===== src/rtl/h14tx_pkg.sv =====
// Shared HDMI 1.4 period encoding used by the transmit and receive paths.
package h14tx_pkg;

    typedef enum logic [2:0] {
        Control            = 3'd0,
        VideoPreamble      = 3'd1,
        VideoGuard         = 3'd2,
        VideoActive        = 3'd3,
        DataIslandPreamble = 3'd4,
        DataIslandGuard    = 3'd5,
        DataIslandActive   = 3'd6
    } period_t;

endpackage


===== src/rtl/h14rx_decoding.sv =====
// HDMI 1.4 per-channel TMDS/TERC4/control symbol decoder with period recovery; 1-cycle registered latency, holds on !sym_valid.
// Optional running-disparity check in video active: define H14RX_DISPARITY_CHECK_EN.
module h14rx_decoding
    import h14tx_pkg::*;
#(
    parameter int Chan = 0
) (
    input  logic       clk,
    input  logic       rst_n,
    input  logic [9:0] sym,
    input  logic       sym_valid,
    input  logic [3:0] pre_ctl,
    output period_t    period,
    output logic [1:0] ctl,
    output logic [3:0] data,
    output logic [7:0] video,
    output logic       out_valid,
    output logic       code_err
);

    typedef enum logic [2:0] {
        CTRL,
        V_GUARD,
        V_ACT,
        D_GUARD_L,
        D_ACT,
        D_GUARD_T
    } state_t;

    localparam logic [9:0] VidGuardSym = (Chan == 1) ? 10'b0100110011 : 10'b1011001100;
    localparam logic [9:0] DiGuardSym  = 10'b0100110011;

    state_t     state_q, state_d;
    logic [3:0] count_q, count_d;
    logic [3:0] pre_hold_q, pre_hold_d;
    period_t    period_q, period_d;
    logic [1:0] ctl_q, ctl_d;
    logic [3:0] data_q, data_d;
    logic [7:0] video_q, video_d;
    logic       out_valid_q;
    logic       code_err_q, code_err_d;

    logic       is_ctl;
    logic [1:0] ctl_dec;
    logic       is_terc4;
    logic [3:0] terc4_val;
    logic       is_vguard;
    logic       is_dguard;
    logic [3:0] cnt_upd;
    logic       vid_pre;
    logic       di_pre;
    period_t    ctl_period;

    function automatic logic [7:0] tmds_dec(input logic [9:0] q);
        logic [7:0] b;
        logic [7:0] d;
        b    = q[9] ? ~q[7:0] : q[7:0];
        d[0] = b[0];
        for (int i = 1; i < 8; i++) begin
            d[i] = q[8] ? (b[i] ^ b[i-1]) : ~(b[i] ^ b[i-1]);
        end
        return d;
    endfunction

    always_comb begin
        is_ctl  = 1'b1;
        ctl_dec = 2'b00;
        case (sym)
            10'b1101010100: ctl_dec = 2'b00;
            10'b0010101011: ctl_dec = 2'b01;
            10'b0101010100: ctl_dec = 2'b10;
            10'b1010101011: ctl_dec = 2'b11;
            default:        is_ctl  = 1'b0;
        endcase
    end

    always_comb begin
        is_terc4  = 1'b1;
        terc4_val = 4'h0;
        case (sym)
            10'b1010011100: terc4_val = 4'h0;
            10'b1001100011: terc4_val = 4'h1;
            10'b1011100100: terc4_val = 4'h2;
            10'b1011100010: terc4_val = 4'h3;
            10'b0101110001: terc4_val = 4'h4;
            10'b0100011110: terc4_val = 4'h5;
            10'b0110001110: terc4_val = 4'h6;
            10'b0100111100: terc4_val = 4'h7;
            10'b1011001100: terc4_val = 4'h8;
            10'b0100111001: terc4_val = 4'h9;
            10'b0110011100: terc4_val = 4'hA;
            10'b1011000110: terc4_val = 4'hB;
            10'b1010001110: terc4_val = 4'hC;
            10'b1001110001: terc4_val = 4'hD;
            10'b0101100011: terc4_val = 4'hE;
            10'b1011000011: terc4_val = 4'hF;
            default:        is_terc4  = 1'b0;
        endcase
    end

    // Channel 0 carries HSYNC/VSYNC inside its island guard, so any TERC4 0xC..0xF qualifies.
    always_comb begin
        is_vguard = (sym == VidGuardSym);
        if (Chan == 0) begin
            is_dguard = is_terc4 && (terc4_val[3:2] == 2'b11);
        end else begin
            is_dguard = (sym == DiGuardSym);
        end
    end

    always_comb begin
        if (pre_ctl != pre_hold_q) begin
            cnt_upd = 4'd1;
        end else if (count_q >= 4'd8) begin
            cnt_upd = 4'd8;
        end else begin
            cnt_upd = count_q + 4'd1;
        end
        vid_pre = (count_q >= 4'd8) && (pre_hold_q == 4'b0001);
        di_pre  = (count_q >= 4'd8) && (pre_hold_q == 4'b0101);
        if ((cnt_upd >= 4'd8) && (pre_ctl == 4'b0001)) begin
            ctl_period = VideoPreamble;
        end else if ((cnt_upd >= 4'd8) && (pre_ctl == 4'b0101)) begin
            ctl_period = DataIslandPreamble;
        end else begin
            ctl_period = Control;
        end
    end

`ifdef H14RX_DISPARITY_CHECK_EN
    logic signed [5:0] disp_q, disp_d;
    logic signed [5:0] sym_bal;
    logic signed [5:0] disp_sum;

    always_comb begin
        sym_bal  = $signed({1'b0, 4'($countones(sym)), 1'b0}) - 6'sd10;
        disp_sum = disp_q + sym_bal;
    end
`endif

    always_comb begin
        state_d    = state_q;
        count_d    = count_q;
        pre_hold_d = pre_hold_q;
        period_d   = period_q;
        ctl_d      = ctl_q;
        data_d     = data_q;
        video_d    = video_q;
        code_err_d = 1'b0;
`ifdef H14RX_DISPARITY_CHECK_EN
        disp_d     = disp_q;
`endif
        if (sym_valid) begin
            case (state_q)
                CTRL: begin
                    if (is_ctl) begin
                        ctl_d      = ctl_dec;
                        count_d    = cnt_upd;
                        pre_hold_d = pre_ctl;
                        period_d   = ctl_period;
                    end else if (is_vguard && vid_pre) begin
                        state_d  = V_GUARD;
                        count_d  = 4'd0;
                        period_d = VideoGuard;
                    end else if (is_dguard && di_pre) begin
                        state_d  = D_GUARD_L;
                        count_d  = 4'd0;
                        period_d = DataIslandGuard;
                    end else begin
                        code_err_d = 1'b1;
                        count_d    = 4'd0;
                        period_d   = Control;
                    end
                end
                V_GUARD: begin
                    if (is_vguard) begin
                        state_d  = V_ACT;
                        period_d = VideoGuard;
`ifdef H14RX_DISPARITY_CHECK_EN
                        disp_d   = 6'sd0;
`endif
                    end else begin
                        state_d    = CTRL;
                        count_d    = 4'd0;
                        period_d   = Control;
                        code_err_d = 1'b1;
                    end
                end
                V_ACT: begin
                    if (is_ctl) begin
                        state_d    = CTRL;
                        ctl_d      = ctl_dec;
                        count_d    = 4'd1;
                        pre_hold_d = pre_ctl;
                        period_d   = Control;
                    end else begin
                        video_d  = tmds_dec(sym);
                        period_d = VideoActive;
`ifdef H14RX_DISPARITY_CHECK_EN
                        if ((disp_sum > 6'sd10) || (disp_sum < -6'sd10)) begin
                            code_err_d = 1'b1;
                            disp_d     = 6'sd0;
                        end else begin
                            disp_d = disp_sum;
                        end
`endif
                    end
                end
                D_GUARD_L: begin
                    if (is_dguard) begin
                        state_d  = D_ACT;
                        period_d = DataIslandGuard;
                    end else begin
                        state_d    = CTRL;
                        count_d    = 4'd0;
                        period_d   = Control;
                        code_err_d = 1'b1;
                    end
                end
                D_ACT: begin
                    if (is_dguard) begin
                        state_d  = D_GUARD_T;
                        period_d = DataIslandGuard;
                    end else if (is_ctl) begin
                        state_d    = CTRL;
                        count_d    = 4'd0;
                        period_d   = Control;
                        code_err_d = 1'b1;
                    end else if (is_terc4) begin
                        data_d   = terc4_val;
                        period_d = DataIslandActive;
                    end else begin
                        code_err_d = 1'b1;
                        period_d   = DataIslandActive;
                    end
                end
                D_GUARD_T: begin
                    if (is_ctl) begin
                        state_d    = CTRL;
                        ctl_d      = ctl_dec;
                        count_d    = 4'd1;
                        pre_hold_d = pre_ctl;
                        period_d   = Control;
                    end else if (is_dguard) begin
                        period_d = DataIslandGuard;
                    end else begin
                        state_d    = CTRL;
                        count_d    = 4'd0;
                        period_d   = Control;
                        code_err_d = 1'b1;
                    end
                end
                default: begin
                    state_d  = CTRL;
                    count_d  = 4'd0;
                    period_d = Control;
                end
            endcase
        end
    end

    always_ff @(posedge clk) begin
        if (!rst_n) begin
            state_q     <= CTRL;
            count_q     <= 4'd0;
            pre_hold_q  <= 4'd0;
            period_q    <= Control;
            ctl_q       <= 2'b00;
            data_q      <= 4'h0;
            video_q     <= 8'h00;
            out_valid_q <= 1'b0;
            code_err_q  <= 1'b0;
`ifdef H14RX_DISPARITY_CHECK_EN
            disp_q      <= 6'sd0;
`endif
        end else begin
            state_q     <= state_d;
            count_q     <= count_d;
            pre_hold_q  <= pre_hold_d;
            period_q    <= period_d;
            ctl_q       <= ctl_d;
            data_q      <= data_d;
            video_q     <= video_d;
            out_valid_q <= sym_valid;
            code_err_q  <= code_err_d;
`ifdef H14RX_DISPARITY_CHECK_EN
            disp_q      <= disp_d;
`endif
        end
    end

    assign period    = period_q;
    assign ctl       = ctl_q;
    assign data      = data_q;
    assign video     = video_q;
    assign out_valid = out_valid_q;
    assign code_err  = code_err_q;

endmodule


===== config.mk =====
export PLATFORM = sky130hd
export DESIGN_NAME = h14rx_decoding
export DESIGN_NICKNAME = d
export VERILOG_FILES = /design/src/rtl/h14tx_pkg.sv /design/src/rtl/h14rx_decoding.sv
export SDC_FILE = /design/constraint.sdc
export NUM_CORES = 1
export LEC_CHECK = 0
export ABC_AREA = 1
export ABC_CLOCK_PERIOD_IN_PS = 1800
export BUFFER_PORTS_ARGS = -buffer_cell sky130_fd_sc_hd__buf_2
export CAP_MARGIN = 15
export CORE_ASPECT_RATIO = 1.2
export CORE_MARGIN = 3
export CORE_UTILIZATION = 25
export DETAILED_ROUTE_END_ITERATION = 6
export PLACE_DENSITY = 0.52
export REMOVE_ABC_BUFFERS = 1
export SYNTH_ARGS = -nofsm -noshare
export SYNTH_HDL_FRONTEND = slang
export SYNTH_SLANG_ARGS = --single-unit

===== constraint.sdc =====
create_clock -name clk -period 1.8 [get_ports clk]
set_clock_uncertainty 0.1 [all_clocks]
set_input_delay 0.09 -clock clk [delete_from_list [all_inputs] [get_ports clk]]
set_output_delay 0.09 -clock clk [all_outputs]
set_load 0.01 [all_outputs]

==> summary.md, run 1 <==
The share of the clock period used by the worst path after layout is 91.9%. Leading area contributor after synthesis: sky130_fd_sc_hd__dfxtp_1. The run gives 6.00 mm as the total wire length after detailed routing. Leaving out fill and tap cells, the most frequent cells in the layout are sky130_fd_sc_hd__nand2_1 (77), sky130_fd_sc_hd__nor2_1 (37), sky130_fd_sc_hd__buf_2 (35). For the synthesis warning total, the log shows 0.

After clock tree synthesis, the clock-pin slew on the worst setup and hold paths is 0.07 ns. Maximum net fanout on the critical path: 3. In this run, synthesis inferred 0 flip-flops with an integrated enable. The via count of the first global-routing pass is 2192. Height of the die: 110 um. The root buffer cell chosen for the clock tree is sky130_fd_sc_hd__clkbuf_8. After the last flow step, the layout net total stands at 433.

Global routing consumed, over all layers together, 12.6% of the routing resources. For the number of hold violations in the final report, the log shows 0. Traced cell by cell, the critical path runs through inv_1, or2_2, nor4_2, buf_4, nand3_2, nand2_1, nand2_1, nand2_1, nand2_1, a21oi_1. Setup violations remaining at the end of the flow were counted as 0. Max-cap violations in this run came to 0. For the pin with the worst max-slew slack, the measured transition is 0.312 ns.

For this design the static power due to leakage is 1.47 nW. For the worst-skew pair, the clock arrives at the later sink with an insertion delay of 0.29 ns. The stage delay of the slowest cell on the critical path works out to 0.34 ns. The worst setup path is of the reg2reg kind.

The logs give 2 for the maximum level of the CTS H-tree and 36 for the total I/O pin count. The worst pin sits at a relative slew slack of 79.0%. The number of instances in the synthesized netlist is 337, and the total CTS buffers is 5. Leaving out fill and tap cells, the most frequent cell in the layout is sky130_fd_sc_hd__nand2_1.

In this run the power spent charging and discharging nets is 0.000402 W. The tightest hold path in the finished design has a slack of 0.0194 ns. For this configuration, the core starts out at a cell density of 25.8%. The share of the Yosys chip area taken by registers is 26.8%. The largest individual stage delay along the critical path comes from the cell sky130_fd_sc_hd__dfxtp_1. For the worst setup path, the data required time is 1.91 ns. The number of setup buffers added after CTS is 0. In this run, distinct cell masters in the synthesized netlist total 34. For the internal power, the log shows 0.00105 W.

The logs give 0 for the number of antenna violations at the first check in global routing and 40.7% for the clock share of power. The area of the core came out at 0.00866 mm^2. Dividing total power by cell area gives a power density of 499 mW/mm^2. The run gives 0 as the total congestion overflow. The count of nets left with antenna violations once routing finished came out at 0. The antenna diode instance count is 0. In this run the horizontal extent of the chip is 92.4 um. The tools report the die area as 0.0101 mm^2. The tightest min-delay check is of the in2reg type. After detailed routing, the average wire length per cell comes to 11.4 um. The logs give 4 for the detailed-routing iteration count for the pre-antenna-repair pass and 33.5% for the fraction of the core area covered by cells at the end of the flow. The HPWL after detailed placement is 4.89 mm. Detailed routing inserted a total of 2300 vias.

The synthesized design devotes to its leading area cell type 26.8% of total area. Synthesis inferred 30 register bits. The detailed router finished its first iteration with 135 violations. The logs give 257 uV for the worst-case vdd ir drop and 0.00224 mm^2 for the area of the mapped netlist. The library cell appearing most often on the critical path is sky130_fd_sc_hd__nand2_1. The run gives 0 as the final max-slew violation count.

Among all flip-flop cells after synthesis, the most frequent one is sky130_fd_sc_hd__dfxtp_1. The global placement routability congestion was 0.867; the count of port buffers added during placement was 35. Registers are responsible for 46.1% of the overall power. TritonCTS built the clock tree. The floorplan has 37 rows. The clock sink total is 30, and the wire length of the first global-routing pass is 10.4 mm. The area added between synthesis and finish is 29.6%, and the worst-case clock buffer depth is 2.

In the synthesized netlist the async set-or-reset flop fraction comes to 0%. The average via count per standard cell works out to 4.39. Entering global routing, the biggest net connects 18 pins. Setup repair after global routing could not meet its margin everywhere. Net switching is 27.7% of the power.

By area the synthesized netlist is led by sky130_fd_sc_hd__dfxtp_1 (27%), sky130_fd_sc_hd__nand2_1 (13%), sky130_fd_sc_hd__nor2_1 (6.5%), sky130_fd_sc_hd__nand3_1 (6.5%), sky130_fd_sc_hd__ha_1 (5.6%). The data arrival time of the critical path is 1.76 ns. The total negative slack for setup checks came out at 0 ns. The run gives 0.00145 W as the post-route total power.

The fraction of layout cells with a size suffix above 1 is 28.5%. Per report_power, the combinational group accounts for 13.3% of the total. Based on the critical path, the design can be clocked at up to 605 MHz. Kind of end point of the critical path: a flop. Kind of start point of the critical path: a flop. Subtracting the final worst setup slack from the clock period gives 1.65 ns.

For this run, design rule violations remaining after detail routing come to 0. The flow ran to the end, and the final reports show no timing, DRC or antenna violations. The average footprint of a synthesized cell was 6.64 um^2.
-- registers in the layout, summed over array words and instances, names as in the netlist --
name and cells:
count_q 4, ctl 2, pre_hold_q 4, data 4
out_valid 1, period 3, video 8, code_err 1
state_q 3
-- through the flow --
step                setup slack (ns)  area, um^2  instances
detailed placement            -0.126        2770        515
floorplan                      0.205        2210        332
global route                -0.00691        2900        524
CTS                            0.112        2880        524
finish                         0.147        2900        524
global placement             -0.0965        2770        515
-- timing repair --
| item | 4_1_cts | 5_1_grt |
|---|---|---|
| setup endpoints to repair | 1 | 11 |
| endpoints found under the hold margin | 2 | 0 |
| hold buffers | 1 | 0 |
| resized for setup | 1 | 6 |
| gates cloned | 0 | 0 |
| pin swaps | 0 | 1 |
-- power groups by stage --
stage,registers [W],clock network (W),logic (W)
after floorplan,0.000684,0,0.0000991
after global placement,0.000683,0,0.000191
after detailed placement,0.000683,0,0.000190
after CTS,0.000667,0.000608,0.000194
after global routing,0.000668,0.000638,0.000217
final,0.000668,0.000589,0.000192
-- cell type report --
| type | count | area, um^2 |
|---|---|---|
| tap | 117 | 146 |
| inverter | 43 | 164 |
| clock inverter | 2 | 12.5 |
| sequential | 30 | 601 |
| multi-input combinational | 259 | 1480 |
| timing repair buffer | 67 | 418 |
| clock buffer | 6 | 82.6 |
| fill | 957 | 5760 |
-- worst max-delay path, delay by kind of cell, from the launching register on --
kind                   cells  cell delay, ns
AND/OR/NAND/NOR            7            0.83
buffers and inverters      2            0.21
flip-flops                 1            0.34
AO/OA/AOI/OAI              1            0.11
-- path summary, 6_finish.rpt --
kind	slack (ns)	from	end	depth (start not counted)
worst max-delay path	0.15	pre_hold_q[0]	period[2]	10
worst min-delay path	0.02	pre_ctl[1]	pre_hold_q[1]	3
worst max register to register	0.15	pre_hold_q[0]	period[2]	10
worst min register to register	0.37	period[1]	period[1]	2
-- per-layer routing --
layer | vias to the layer above | global-route usage (%) | share of wire (%)
li1 | 1224 | - | -
met1 | 1028 | 16.2 | 46
met2 | 43 | 21.9 | 48
met3 | 5 | 2.12 | 3.9
met4 | 0 | 3.50 | 1.3
met5 | - | 0 | 0
-- cells by family (layout without fill, tap and decap cells) --
logic type	Yosys count	after routing	share of synthesized area, %
adder cells (fa/ha/maj)	10	10	5.59
buffers and inverters	48	118	8.45
AO/OA/AOI/OAI	46	46	10.8
AND/OR/NAND/NOR	187	187	42.1
XOR/XNOR	16	16	6.26
flip-flops	30	30	26.8
-- Yosys cell counts (2+ instances only) --
| library cell | count |
|---|---|
| sky130_fd_sc_hd__nand3_1 | 29 |
| sky130_fd_sc_hd__inv_1 | 32 |
| sky130_fd_sc_hd__xor2_1 | 12 |
| sky130_fd_sc_hd__o21ai_0 | 17 |
| sky130_fd_sc_hd__nand2_4 | 3 |
| sky130_fd_sc_hd__ha_1 | 10 |
| sky130_fd_sc_hd__nor2_1 | 39 |
| sky130_fd_sc_hd__nor2_8 | 2 |
| sky130_fd_sc_hd__nand4_1 | 5 |
| sky130_fd_sc_hd__nor3_1 | 5 |
| sky130_fd_sc_hd__nand2_8 | 2 |
| sky130_fd_sc_hd__xnor2_1 | 4 |
| sky130_fd_sc_hd__nand2_1 | 78 |
| sky130_fd_sc_hd__nand2_2 | 8 |
| sky130_fd_sc_hd__nor2_2 | 3 |
| sky130_fd_sc_hd__nand3_2 | 4 |
| sky130_fd_sc_hd__clkbuf_1 | 2 |
| sky130_fd_sc_hd__inv_2 | 9 |
| sky130_fd_sc_hd__a31oi_1 | 2 |
| sky130_fd_sc_hd__nor2_4 | 2 |
| sky130_fd_sc_hd__a21oi_1 | 24 |
| sky130_fd_sc_hd__nor4_1 | 3 |
| sky130_fd_sc_hd__buf_2 | 2 |
| sky130_fd_sc_hd__dfxtp_1 | 30 |
No activity file was read; power rests on OpenSTA's default activity.
==> run 2, diff against run 1 <==
--- a/config.mk
+++ b/config.mk
@@ -12,9 +12,10 @@
 export CORE_ASPECT_RATIO = 1.2
 export CORE_MARGIN = 3
 export CORE_UTILIZATION = 25
+export CTS_CLUSTER_SIZE = 40
 export DETAILED_ROUTE_END_ITERATION = 6
-export PLACE_DENSITY = 0.52
 export REMOVE_ABC_BUFFERS = 1
+export SETUP_SLACK_MARGIN = 0.3
 export SYNTH_ARGS = -nofsm -noshare
 export SYNTH_HDL_FRONTEND = slang
 export SYNTH_SLANG_ARGS = --single-unit
==> summary.md, run 2 (synthesis results as in run 1) <==
The routed wirelength normalized by instance count is 12.5 um (+9.5%), and the number of hold violations in the final report is 0 (unchanged). Worst relative slew slack: 76.0% (-3.1 points). The total I/O pin count is 36 (unchanged).

The residual antenna-violating net count after detailed routing was 0 (unchanged); the count of port buffers added during placement was 35 (unchanged). The logs give 0 (unchanged) for the number of antenna violations at the first check in global routing and 0.00106 W (+0.88%) for the internal power. The via count of the first global-routing pass was 2419 (+10%); the transition time of the tightest slew-check pin was 0.357 ns (+0.0458 ns).

The run gives 10.8 mm (+4.2%) as the wire length of the first global-routing pass. Switching power total: 0.000416 W (+3.4%). The kind of cell adding the most delay to the critical path was simple AND/OR/NAND/NOR gates. The run gives 0 (unchanged) as the total congestion overflow. The final max-slew violation count is 0 (unchanged). The number of cells in the finished layout apart from fillers was 543 (+3.6%). The height of the die is 110 um (unchanged). Half-perimeter wire length of the detailed placement result: 4.91 mm (+0.59%). The antenna diode instance count was 0 (unchanged).

The overall die width is 92.4 um (unchanged), and the initial standard-cell utilization of the core is 25.8% (unchanged). The clock-pin transition on the worst setup and hold timing paths works out to 0.07 ns (about the same). The flow ran to the end, and the final reports show no timing, DRC or antenna violations. Worst-case vdd ir drop: 331 uV (+29%). The area of the core came out at 0.00866 mm^2 (unchanged). For the worst-case clock buffer depth, the log shows 2 (unchanged). The tools report the detailed-routing iteration count for the pre-antenna-repair pass as 4 (unchanged).

The kind of end point of the critical path is a flop. For the global routing usage summed across all routing layers, the log shows 13.2% (+0.57 points). The max-capacitance violation count was 0 (unchanged). The kind of start point of the critical path was a flop. The average via count per standard cell is 4.50 (+2.5%), and the total number of placement rows is 37 (unchanged). For the final setup violation count, the log shows 0 (unchanged). The total wire length after detailed routing came out at 6.80 mm (+13%). The placed cell area came out at 0.00274 mm^2 (-1.1%). The leakage power figure was 1.63 nW (+10%). The share of the clock period used by the worst path after layout is 85.8% (-6.1 points). Data arrival time of the critical path: 1.64 ns (-0.12 ns).

The area added between synthesis and finish is 53.6%, and the total number of vias is 2443 (+6.2%). The run gives 511 (-0.78%) as the placed instance count. The top cell types in the final layout, fill and taps aside, are sky130_fd_sc_hd__nand2_1 (59), sky130_fd_sc_hd__buf_4 (45), sky130_fd_sc_hd__buf_2 (30). Post-route minimum period: 1.54 ns (-0.109 ns).

The tools report the clock sink total as 30 (unchanged). The remaining routing DRC violations came out at 0 (unchanged). The total negative slack for setup checks is 0 ns (unchanged), and the stage delay of the slowest cell on the critical path is 0.35 ns (about the same). The logic gate share of total power was 15.2% (+1.9 points); the global placement routability congestion was 0.884 (+1.9%).

The library cell appearing most often on the critical path is sky130_fd_sc_hd__nor2_2. The maximum level of the CTS H-tree is 2 (unchanged). The relative contribution of sequential cells to total power is 45.1% (-1.0 points), and the power density over the cells is 428 mW/mm^2 (-14%). In this run the clock root is driven by a sky130_fd_sc_hd__clkbuf_8. The clock share of power was 39.7% (-1.0 points). The clock latency reported for the late side of the worst-skew pair is 0.28 ns (about the same), and the summed area of non-filler cells in the final layout is 0.00344 mm^2 (+18%). The post-route total power was 0.00147 W (+1.6%); the pin count of the biggest net entering global routing was 17 (-1). Class of the tightest hold or removal check: in2reg.

The fraction of layout cells with a size suffix above 1 works out to 48.1% (+20 points). The critical path start-end classification is reg2reg. The maximum net fanout on the critical path is 4 (+1). The switching portion of total power works out to 28.2% (+0.50 points). TritonCTS built the clock tree. The flip-flop count of the largest register, all copies and words added works out to 8 (unchanged). The die area was 0.0101 mm^2 (unchanged). The slowest stage of the critical path is the sky130_fd_sc_hd__dfxtp_2 cell. The maximum clock frequency was 648 MHz (+7.1%); the number of buffer and inverter instances along the worst setup path was 1 (-1). The required time at the endpoint of the critical path is 1.90 ns (about the same). Setup repair after global routing could not meet its margin everywhere.

The run gives 5 (unchanged) as the total CTS buffers. The signal on the critical path passes through inv_2, or2_4, nor3_2, nand2_1, nor2_2, nor2_2, nand2_2, o211ai_1, a21oi_1. The total number of nets in the final design is 452 (+4.4%). Leaving out fill and tap cells, the most frequent cell in the layout is sky130_fd_sc_hd__nand2_1. Number of violations reported at the end of detailed-routing iteration 0: 141 (+4.4%).
[run 2: changes by cell type in the layout (fill, tap and decap cells not counted), sizes merged]
cell / change
buf: +19
clkinvlp: -1
dlygate4sd3: -1
clkbuf: +2
[run 2: worst paths after layout]
| path | start | endpoint | slack (ns) | depth (start not counted) |
|---|---|---|---|---|
| worst max register to register | pre_hold_q[0] | state_q[1] | 0.26 | 9 |
| worst min register to register | period[2] | period[2] | 0.37 | 2 |
| worst min-delay path | rst_n | video[1] | 0.004 | 3 |
| worst max-delay path | pre_hold_q[0] | state_q[1] | 0.26 | 9 |
[run 2: what timing repair did]
item / CTS / global route
pin swaps: 19 / 44
setup endpoints to repair: 23 / 27
setup buffers: 7 / 17
resized for setup: 51 / 85
hold buffers: 0 / 0
[run 2: worst min-delay path, cell delays in order]
cell and delay [ns]:
sky130_fd_sc_hd__buf_2 0.14, sky130_fd_sc_hd__o21ai_0 0.07, sky130_fd_sc_hd__a21oi_1 0.04
[run 2: layout make-up]
type | count | area [um^2]
tap | 117 | 146
sequential | 30 | 616
inverter | 43 | 176
clock buffer | 7 | 86.3
timing repair buffer | 86 | 624
clock inverter | 1 | 5.00
fill | 903 | 5220
multi-input combinational | 259 | 1780
[run 2: power groups by stage]
stage	logic, W	clock network (W)	registers [W]
2_1_floorplan	0.0000991	0	0.000684
3_3_place_gp	0.000179	0	0.000683
3_5_place_dp	0.000180	0	0.000683
4_1_cts	0.000196	0.000593	0.000668
5_1_grt	0.000247	0.000628	0.000663
6_report	0.000224	0.000584	0.000663
[run 2: per-layer routing]
layer  global-route usage (%)  routed length (um)  part of all wire, %
met1                     15.5                2990                   44
met2                     23.7                3430                   50
met3                     2.67                 248                  3.6
met4                     4.99                 136                  2.0
met5                        0                   0                    0
[run 2: metrics by stage]
step / hold WS, ns / setup WS, ns / utilization [%]
final: 0.00373 / 0.256 / 39.7
after global routing: 0.0145 / 0.143 / 39.7
after CTS: 0.00123 / 0.202 / 35.3
after detailed placement: 0.306 / -0.153 / 31.6
after global placement: 0.289 / -0.122 / 31.6
after floorplan: 0.101 / 0.205 / -
